`config.mk`:
```
export PLATFORM = sky130hd
export DESIGN_NAME = mov_sequencer
export DESIGN_NICKNAME = d
export VERILOG_FILES = /design/src/rtl/mov_sequencer.sv
export SDC_FILE = /design/constraint.sdc
export NUM_CORES = 1
export LEC_CHECK = 0
export BUFFER_PORTS_ARGS = -buffer_cell sky130_fd_sc_hd__buf_2
export CORE_UTILIZATION = 42
export CTS_BUF_LIST = sky130_fd_sc_hd__clkbuf_4 sky130_fd_sc_hd__clkbuf_8 sky130_fd_sc_hd__clkbuf_16
export DETAILED_ROUTE_END_ITERATION = 10
export PLACE_DENSITY_LB_ADDON = 0.05
export REMOVE_ABC_BUFFERS = 1
export SYNTH_ARGS = -nofsm -noshare
export SYNTH_HDL_FRONTEND = slang
export SYNTH_SLANG_ARGS = --single-unit
```
`constraint.sdc`:
```
create_clock -name clk -period 2.5 [get_ports clk]
set_input_delay 0 -clock clk [delete_from_list [all_inputs] [get_ports clk]]
set_output_delay 0 -clock clk [all_outputs]
set_load 0.02 [all_outputs]
```
`src/rtl/mov_sequencer.sv`:
```
`default_nettype none
// ============================================================================
// Module   : mov_sequencer
// Brief    : Expands a 64-bit constant + rd into a MOVZ/MOVK word stream.
// Revision : 1.0 - initial release
// ============================================================================
module mov_sequencer (
    input  logic        clk,
    input  logic        reset,
    input  logic        in_valid,
    output logic        in_ready,
    input  logic [63:0] in_value,
    input  logic [4:0]  in_rd,
    output logic        out_valid,
    input  logic        out_ready,
    output logic [31:0] out_instr,
    output logic        out_last,
    output logic        busy
);

    localparam logic [8:0] C_OPC_MOVZ = 9'b110100101;
    localparam logic [8:0] C_OPC_MOVK = 9'b111100101;

    typedef enum logic [0:0] {
        S_IDLE = 1'b0,
        S_EMIT = 1'b1
    } state_t;

    state_t      state_q, state_d;
    logic [63:0] value_q, value_d;
    logic [4:0]  rd_q, rd_d;
    logic [3:0]  remain_q, remain_d;   // nonzero halfwords not yet emitted
    logic        first_q, first_d;

    logic [3:0]  w_in_nz;
    logic [3:0]  w_remain_next;
    logic [1:0]  w_cur_hw;
    logic [15:0] w_imm;
    logic        w_is_last;

    always_comb begin
        for (int i = 0; i < 4; i++) begin
            w_in_nz[i] = |in_value[16*i +: 16];
        end
    end

    // Lowest pending halfword; a zero constant has none and falls back to hw0.
    always_comb begin
        w_cur_hw = 2'd0;
        if (remain_q[0])      w_cur_hw = 2'd0;
        else if (remain_q[1]) w_cur_hw = 2'd1;
        else if (remain_q[2]) w_cur_hw = 2'd2;
        else if (remain_q[3]) w_cur_hw = 2'd3;
    end

    assign w_remain_next = remain_q & (remain_q - 4'd1);
    assign w_is_last     = (w_remain_next == 4'd0);

    always_comb begin
        w_imm = 16'h0;
        case (w_cur_hw)
            2'd0: w_imm = value_q[15:0];
            2'd1: w_imm = value_q[31:16];
            2'd2: w_imm = value_q[47:32];
            2'd3: w_imm = value_q[63:48];
            default: w_imm = 16'h0;
        endcase
    end

    always_comb begin
        state_d  = state_q;
        value_d  = value_q;
        rd_d     = rd_q;
        remain_d = remain_q;
        first_d  = first_q;
        case (state_q)
            S_IDLE: begin
                if (in_valid) begin
                    state_d  = S_EMIT;
                    value_d  = in_value;
                    rd_d     = in_rd;
                    remain_d = w_in_nz;
                    first_d  = 1'b1;
                end
            end
            S_EMIT: begin
                if (out_ready) begin
                    first_d  = 1'b0;
                    remain_d = w_remain_next;
                    if (w_is_last) begin
                        state_d = S_IDLE;
                    end
                end
            end
            default: state_d = S_IDLE;
        endcase
    end

    always_ff @(posedge clk or posedge reset) begin
        if (reset) begin
            state_q  <= S_IDLE;
            value_q  <= 64'h0;
            rd_q     <= 5'h0;
            remain_q <= 4'h0;
            first_q  <= 1'b0;
        end else begin
            state_q  <= state_d;
            value_q  <= value_d;
            rd_q     <= rd_d;
            remain_q <= remain_d;
            first_q  <= first_d;
        end
    end

    // Outputs are decoded from registered state only and forced to zero in IDLE.
    always_comb begin
        in_ready  = (state_q == S_IDLE);
        busy      = (state_q == S_EMIT);
        out_valid = busy;
        out_last  = busy & w_is_last;
        out_instr = 32'h0;
        if (busy) begin
            out_instr = {(first_q ? C_OPC_MOVZ : C_OPC_MOVK), w_cur_hw, w_imm, rd_q};
        end
    end

endmodule
`default_nettype wire
```
# Word-level counts from Yosys, hierarchy flattened
# Cells that the tools add are included.
# totals
regBits,75
input_bits,73
# classes
add_sub_neg,1
n_eq_ne,5
muxes,17
bitwise_logic,3
n_reduce_logical,8
# op_table
operator,n
$pmux W16 S4,1
$reduce_or A16 Y1,4
$mux W32,1
$mux W2,4
$mux W4,2
$pmux W4 S2,1
$mux W7,1
$mux W1,5
$and A4 B4 Y4,1
$eq A2 B2 Y1 const B,2
$logic_not A4 Y1,1
$ne A2 B2 Y1 const B,2
$pmux W1 S2,2
$reduce_and A2 Y1,2
$sub A4 B1 Y4 const B,1
$eq A2 B1 Y1 const B,1
$logic_not A2 Y1,1
$and A1 B1 Y1,1
$not A1 Y1,1

# Logic depth before layout (Yosys ltp)
# Gate-level depths: netlist of run 1.
# depth
depth_word,7
ltp_mapped,6
mapped_depth_nobuf,3

# Worst setup path after synthesis of run 1
# No wires, ideal clock.
# synth_timing
path_kind,reg-to-output
start,register state_q (netlist: busy)
end,output out_instr[20]
arrival_time_ns,1.955
required_time_ns,2.500
path_slack_ns,0.545
stages_incl_launch_ff,5
cell_sequence,dfrtp_1 > clkbuf_1 > inv_2 > buf_1 > a311oi_1
# synth_via
elab_chain_len,1
# synth_rtl
element,line_no,text
"start, declared",29,"state_t state_q, state_d;"
"start signal, assigned",107,state_q <= state_d;
$mux W32,122,if (busy) begin
"end, declared",16,"output logic [31:0] out_instr,"
# No other way between the ends.

# Worst setup path in the final report of run 1
# layout_timing
start,register remain_q[3]
end,register state_q (netlist: busy)
# layout_via
elab_chain_len,6
# layout_rtl
element,line_no,text
"start, declared",32,"logic [3:0] remain_q, remain_d;"
"start signal, assigned",110,remain_q <= remain_d;
$sub A4 B1 Y4,56,assign w_remain_next = remain_q & (remain_q - 4'd1);
$and A4 B4 Y4 *,56,
$logic_not A4 Y1 *,57,assign w_is_last = (w_remain_next == 4'd0);
$mux W1 *,90,if (w_is_last) begin
$mux W1 *,87,if (out_ready) begin
$pmux W1 S2 *,76,case (state_q)
named net state_d,29,
# The timed path passes the listed nets; every way through them passes the cells marked *.
# A chain may end at the register's enable or synchronous reset.

==> flow_summary_export.csv, run 1 <==
group,metric,value,unit
status,status,"finished with violations",
status,violations,"design-rule violations",
yosys,synthSimpleGateAreaFrac,30.71,%
placed_design,dpl.hpwl,7.726,mm
power_and_ir_drop,leakage,2.739,nW
yosys,synth_cell_types,42,
cells_and_area,mostFrequentLayoutCells,"nand2_1, buf_2, dfrtp_1",
placed_design,place_area,0.004498,mm2
routing,num_vias,3931,
grt,grt_usage,25.37,%
grt,antenna_found_initial,0,
min_path,hp-class,"in -> async",
timing,slew_violations,0,
critical_path,cp-startpoint,"remain_q[3]$_DFFE_PP0P_",
yosys,seq_area_frac_synth,47.98,%
die,ioPinCount,109,
critical_path,critPathRequiredTime,2.73,ns
critical_path,slowest_stage,"dlygate4sd3_1",
die,start_util,44.20,%
clock_tree,cts_setup_buffers,0,
power_and_ir_drop,pwr-share-clk,15.1,%
routing,drc,3,
die,fp.dieH,98.50,um
placed_design,gp_congestion,0.8661,
routing,initialDrtViolationCount,211,
timing,tightest_slew,0.5583,ns
clock_tree,cts.sinks,75,
timing,rsz0062_at_grt,"false",
critical_path,reg2reg_depth,6,
cells_and_area,final_area,0.005436,mm2
yosys,synthMuxAreaShare,0.2559,%
clock_tree,worstSkewPairLatency,0.35,ns
die,chipWidth,98.50,um
cells_and_area,antennaDiodeCount,0,
grt,grt.overflow.total,0,
cells_and_area,final_nets,720,
yosys,synth_xor_area_share,0,%
clock_tree,ctsHoldBuffers,73,
critical_path,startpoint_type,"flop",
power_and_ir_drop,power.density,1190,mW/mm2
yosys,ys.flop_type,"dfrtp_1",
die,dieArea,0.009702,mm2
cells_and_area,area_delta_synth_final,39.00,%
routing,wire_per_inst,15.36,um
critical_path,crit_path_frequent_cell,"buf_4",
routing,dr.pass1.iters,10,
clock_tree,cts_buffer_depth,2,
yosys,ys_ff_latch,75,
clock_tree,root_buffer,"clkbuf_8",
yosys,synth_adder_area_share,0.2559,%
critical_path,cpPeakStageDelay,0.56,ns
die,rows,34,
critical_path,worst-path-buf-inv,3,
power_and_ir_drop,switching_share,44.44,%
yosys,syn_inst,484,
routing,routed_wl,11.67,mm
critical_path,crit_type,"reg -> reg",
cells_and_area,post-route-util,61.44,%
clock_tree,cts.repair.resized,0,
routing,detail-route-antenna-nets,0,
yosys,ys_warn_count,0,
routing,via_per_inst,5.172,
timing,setup-violations-final,0,
cells_and_area,drive_gt1_share,23.31,%
critical_path,cp.arrival,2.27,ns
yosys,synth_top_family_by_area,"simple AND/OR/NAND/NOR gates",
yosys,synth_edf_count,0,
yosys,synth-compound-area-share,14.49,%
timing,fin_crit,2.039,ns
placed_design,portBuffers,105,
timing,fin_crit_sh,81.57,%
critical_path,critical-path-top-delay-family,"buffers and inverters",
grt,grt_max_degree,76,
critical_path,regToRegStartpoint,"remain_q[3]$_DFFE_PP0P_",
die,coreArea,0.008848,mm2
clock_tree,cts_tree,"built",
power_and_ir_drop,seqPwrFrac,33.2,%
yosys,async_flop_share,100.0,%
critical_path,crit_cells,6,
timing,finClkSkew,0.005485,ns
flow_run,drv_cap,0,
critical_path,cp_cell_sequence,"buf_4 > or3_1 > buf_4 > o21ai_1 > a31oi_1 > dlygate4sd3_1",
yosys,avgSynthCellArea,8.081,um2
grt,grt_pass1_wl,19.11,mm
yosys,post_synth_instance_area,0.003911,mm2
timing,max_freq,490.4,MHz
clock_tree,numCtsBuffers,9,
clock_tree,clk_pin_slew_worst_paths,0.08,ns
timing,hold_violations,0,
power_and_ir_drop,power_switching,2.874,mW
cells_and_area,final_common_cell,"nand2_1",
power_and_ir_drop,internal_power,3.593,mW
timing,max_slew_margin,61.81,%
clock_tree,htreeDepth,3,
grt,grt_pass1_vias,4020,
critical_path,worstPathMaxFanout,17,
critical_path,cp-end-kind,"flop",
power_and_ir_drop,peakVddDrop,0.5571,mV
power_and_ir_drop,comb_power_share,51.6,%
cells in the mapped netlist, types with 4 or more instances:
library cell  count  area (um2)
nor3_1            5       25.02
dfrtp_1          75        1877
o21ai_0           9       45.04
a21oi_1          18       90.09
nand3b_1         16       120.1
buf_1             4       15.01
a21o_1           15       112.6
and2_1            6       37.54
nand2_1         227       852.1
a311oi_1          5       43.79
o21ai_1           7       35.03
clkbuf_1         26       97.59
buf_4             9       67.56
nor4_1           11       68.82
nor2_1            5       18.77
a311oi_2         10       150.1
area by class of cell:
cell class	count	area [um2]
fill	820	3412
sequential	75	1877
multi-input combinational	362	1809
timing repair buffer	194	1389
clock buffer	12	158.9
tap	108	135.1
clock inverter	4	48.80
inverter	5	18.77
worst register-to-register path, stage by stage, from the launching register on:
cell and delay [ns]:
dfrtp_1 0.39, buf_4 0.17, or3_1 0.33, buf_4 0.21, o21ai_1 0.14, a31oi_1 0.12
dlygate4sd3_1 0.56
final timing paths:
check | end | slack, ns
min reg2reg | rd_q[2]$_DFFE_PP0P_ | 0.47
max | busy$_DFF_PP0_ | 0.46
max reg2reg | busy$_DFF_PP0_ | 0.46
min | value_q[36]$_DFFE_PP0P_ | 0.28
max in group asynchronous | value_q[12]$_DFFE_PP0P_ | 1.89
min in group clk | rd_q[2]$_DFFE_PP0P_ | 0.38
through the flow:
step	instances	setup TNS, ns	total power, mW	setup slack (ns)	hold slack (ns)
6_report	760	0	6.467	0.4608	0.2802
5_1_grt	760	0	6.934	0.3432	0.3277
4_1_cts	760	0	6.501	0.4717	0.2928
3_5_place_dp	671	0	5.406	0.8387	0.1247
3_3_place_gp	671	0	5.353	0.8036	0.1214
2_1_floorplan	442	-98.37	4.258	-1.503	0.1031
state kept, by name, summed over array words and instances (netlist names):
signal	cells
remain_q	4
rd_q	5
value_q	64
busy	1
first_q	1
power groups by stage:
| stage | Clock [mW] | Sequential [mW] | Combinational (mW) |
|---|---|---|---|
| 3_3_place_gp | 0 | 2.16 | 3.19 |
| 2_1_floorplan | 0 | 2.19 | 2.07 |
| 4_1_cts | 1.01 | 2.15 | 3.34 |
| 6_report | 0.979 | 2.15 | 3.34 |
| 3_5_place_dp | 0 | 2.17 | 3.23 |
| 5_1_grt | 1.05 | 2.22 | 3.67 |
metal layers:
metal	GRT usage [%]	vias to the layer above	wire, um	share of wire [%]
li1	-	1915	-	-
met1	31.84	1845	5073	43
met2	43.45	147	5556	48
met3	3.475	24	697	6.0
met4	11.94	0	344	2.9
met5	0	-	0	0
logic make-up (layout without fill, tap and decap cells):
logic type / Yosys count / in the layout
and+or+nand+nor: 282 / 282
AOI/OAI and AO/OA: 75 / 75
muxes: 1 / 1
other: 1 / 3
DFF: 75 / 75
buffers and inverters: 49 / 215
adders and majority gates: 1 / 1
Note: power is estimated with default switching activity, not from simulation.
==> inputs of run 2 (changes only) <==
- ABC_AREA: not set -> 1
- clock period: 2.5 -> 1.9 ns (I/O delays scaled with it)
==> run 2 against run 1 <==
Net effect:
- the run now ends clean
- sequential cell count unchanged
- critical path depth up 3
- core utilization up 0.10 points
- total power up 45%
- sequential share of layout area down 1.5 points
- die area up 1.9%
- sequential power up 29%
- clock skew up 0.0050 ns
- critical endpoint is now out_instr[11]
==> flow_summary_export.csv, run 2 <==
group,metric,value,unit
critical_path,cp.arrival,1.81,ns
timing,fin_crit_sh,95.52,%
yosys,synth_top_area_share,47.07,%
placed_design,place_area,0.004596,mm2
die,coreArea,0.009240,mm2
grt,antenna_found_initial,0,
routing,drc,0,
yosys,syn_inst,565,
timing,rsz0062_at_grt,"false",
timing,max_freq,551.0,MHz
yosys,ys_ff_latch,75,
yosys,post_synth_instance_area,0.003988,mm2
routing,wl_met1,5.495,mm
clock_tree,cts_tree,"built",
cells_and_area,largestRegisters,"value_q: 64 flops, rd_q: 5 flops, remain_q: 4 flops",
timing,fin_setup_tns,0,ns
grt,grt.overflow.total,0,
yosys,ys_top_cells_by_area,"dfrtp_1, nand2_1, nand3_1",
critical_path,reg2reg_slack,0.48,ns
clock_tree,clk_pin_slew_worst_paths,0.09,ns
clock_tree,root_buffer,"clkbuf_8",
critical_path,cpPeakStageDelay,0.44,ns
cells_and_area,regMostFlops,"value_q",
clock_tree,numCtsBuffers,9,
cells_and_area,mostFrequentLayoutCells,"nand2_1, buf_2, dfrtp_1, dlygate4sd3_1, nor2_1",
critical_path,worstPathMaxFanout,16,
timing,fin_crit,1.815,ns
timing,max_slew_margin,63.90,%
die,chipWidth,99.44,um
routing,routed_wl,11.68,mm
yosys,synth_largest_area_cell,"dfrtp_1",
placed_design,portBuffers,105,
cells_and_area,antennaDiodeCount,0,
placed_design,dp_cells,776,
yosys,avgSynthCellArea,7.058,um2
yosys,synth_most_common_cell,"nand2_1",
routing,wl_met2,5.510,mm
critical_path,slowest_stage,"dfrtp_2",
clock_tree,worstSkewPairLatency,0.36,ns
timing,slew_violations,0,
die,fp.dieH,99.44,um
cells_and_area,area_delta_synth_final,42.61,%
critical_path,startpoint_type,"flop",
yosys,synth_edf_count,0,
yosys,seq_area_frac_synth,47.07,%
min_path,hp-class,"in -> async",
status,status,"completed",
yosys,synth_common_cells,"nand2_1, dfrtp_1, nor2_1",
critical_path,critPathRequiredTime,1.90,ns
timing,setup-violations-final,0,
routing,top_layer_used,"met4",
grt,grt_pass1_vias,3828,
cells_and_area,layoutNonFillerInstCount,875,
die,start_util,43.16,%
placed_design,pre_cts_ws,0.3181,ns
yosys,async_flop_share,100.0,%
timing,tightest_slew,0.5406,ns
routing,dr.pass1.iters,4,
critical_path,cp-end-kind,"output pin",
timing,hold_slack,0.2626,ns
cells_and_area,nFillCells,857,
routing,initialDrtViolationCount,153,
placed_design,dpl.hpwl,7.473,mm
critical_path,cp_cell_sequence,"buf_4 > inv_2 > nand2_2 > nor2_2 > a21oi_4 > buf_12 > nor2_1 > nor2_1 > buf_2",
routing,wire_per_inst,13.34,um
flow_run,drv_cap,0,
clock_tree,cts_buffer_depth,2,
grt,grt_max_degree,64,
grt,grt_pass1_wl,18.51,mm
routing,detail-route-antenna-nets,0,
power_and_ir_drop,leakage,3.083,nW
routing,via_per_inst,4.630,
yosys,ys.flop_type,"dfrtp_1",
cells_and_area,final_nets,814,
cells_and_area,largest_register_ff_count,64,
cells_and_area,final_common_cell,"nand2_1",
die,rows,35,
cells_and_area,post-route-util,61.54,%
grt,grt_usage,24.24,%
die,dieArea,0.009888,mm2
critical_path,crit_path_frequent_cell,"nor2_1",
power_and_ir_drop,finalPower,9.408,mW
timing,setup_slack,0.08516,ns
cells_and_area,final_area,0.005687,mm2
routing,met3_length,472,um
clock_tree,cts.sinks,75,
yosys,ys_warn_count,0,
critical_path,crit_type,"reg -> out",
placed_design,gp_congestion,0.8304,
die,ioPinCount,109,
timing,finClkSkew,0.01051,ns
power_and_ir_drop,peakVddDrop,0.7169,mV
clock_tree,htreeDepth,3,
cells_and_area,drive_gt1_share,22.12,%
power_and_ir_drop,power.density,1654,mW/mm2
timing,hold_violations,0,
yosys,synth_cell_types,19,
routing,num_vias,4051,
==> run 2: cell types whose count changed after synthesis, moves of 13 or more <==
cell and change:
inv_1 +31, nand3_1 +61, nor2_1 +65, clkbuf_1 -19
a21o_1 -15, buf_2 +16, a21oi_1 -18, o21ai_0 +13
==> run 2: power by group <==
part / switching, mW / internal [mW]
registers: 0.436 / 2.34
clock network: 0.649 / 0.521
logic: 3.41 / 2.06
total: 4.49 / 4.91
==> run 2: path summary, 6_finish.rpt <==
check                                         from  depth (start not counted)                      end
setup / recovery           remain_q[1]$_DFFE_PP0P_                          9            out_instr[11]
setup reg to reg                    busy$_DFF_PP0_                          4  value_q[30]$_DFFE_PP0P_
max in group asynchronous                    reset                          4  remain_q[2]$_DFFE_PP0P_
hold reg to reg            value_q[20]$_DFFE_PP0P_                          2  value_q[20]$_DFFE_PP0P_
hold / removal                               reset                          3      rd_q[4]$_DFFE_PP0P_
min in group clk                      in_value[47]                          4  value_q[47]$_DFFE_PP0P_
==> run 2: cell families (layout without fill, tap and decap cells) <==
logic type             Yosys count  after routing  synth area share, %
other                            1              3              0.09404
AND/OR/NAND/NOR                392            394                40.82
buffers and inverters           74            251                8.848
AO/OA/AOI/OAI                   23             23                3.169
flip-flops                      75             75                47.07
==> run 2: per-layer routing <==
layer | vias up | GRT usage, %
li1 | 2093 | -
met5 | - | 0
met4 | 0 | 6.561
met2 | 129 | 39.85
met3 | 17 | 4.287
met1 | 1812 | 33.14
==> run 2: layout make-up <==
type                       instances  area [um2]  share of cell area, %
clock buffer                      10       137.6                  2.420
clock inverter                     6       47.55                 0.8361
multi-input combinational        420        1808                  31.79
sequential                        75        1881                  33.07
timing repair buffer             198        1513                  26.60
inverter                          37       138.9                  2.442
tap                              129       161.4                  2.838
==> run 2: repair_timing <==
action                                  in CTS  in global routing
endpoints found under the setup margin      16                 17
resized for setup                            2                 14
gates cloned                                 0                  3
setup buffers                                0                  8
pin swaps                                    0                  4
hold endpoints to repair                    93                  0
hold buffers                                72                  0
==> run 2: critical path: cells and delay by family (launching register included) <==
kind                   cells  cell delay [ns]
AND/OR/NAND/NOR            4             0.44
buffers and inverters      4             0.52
flip-flops                 1             0.44
AO/OA/AOI/OAI              1             0.05
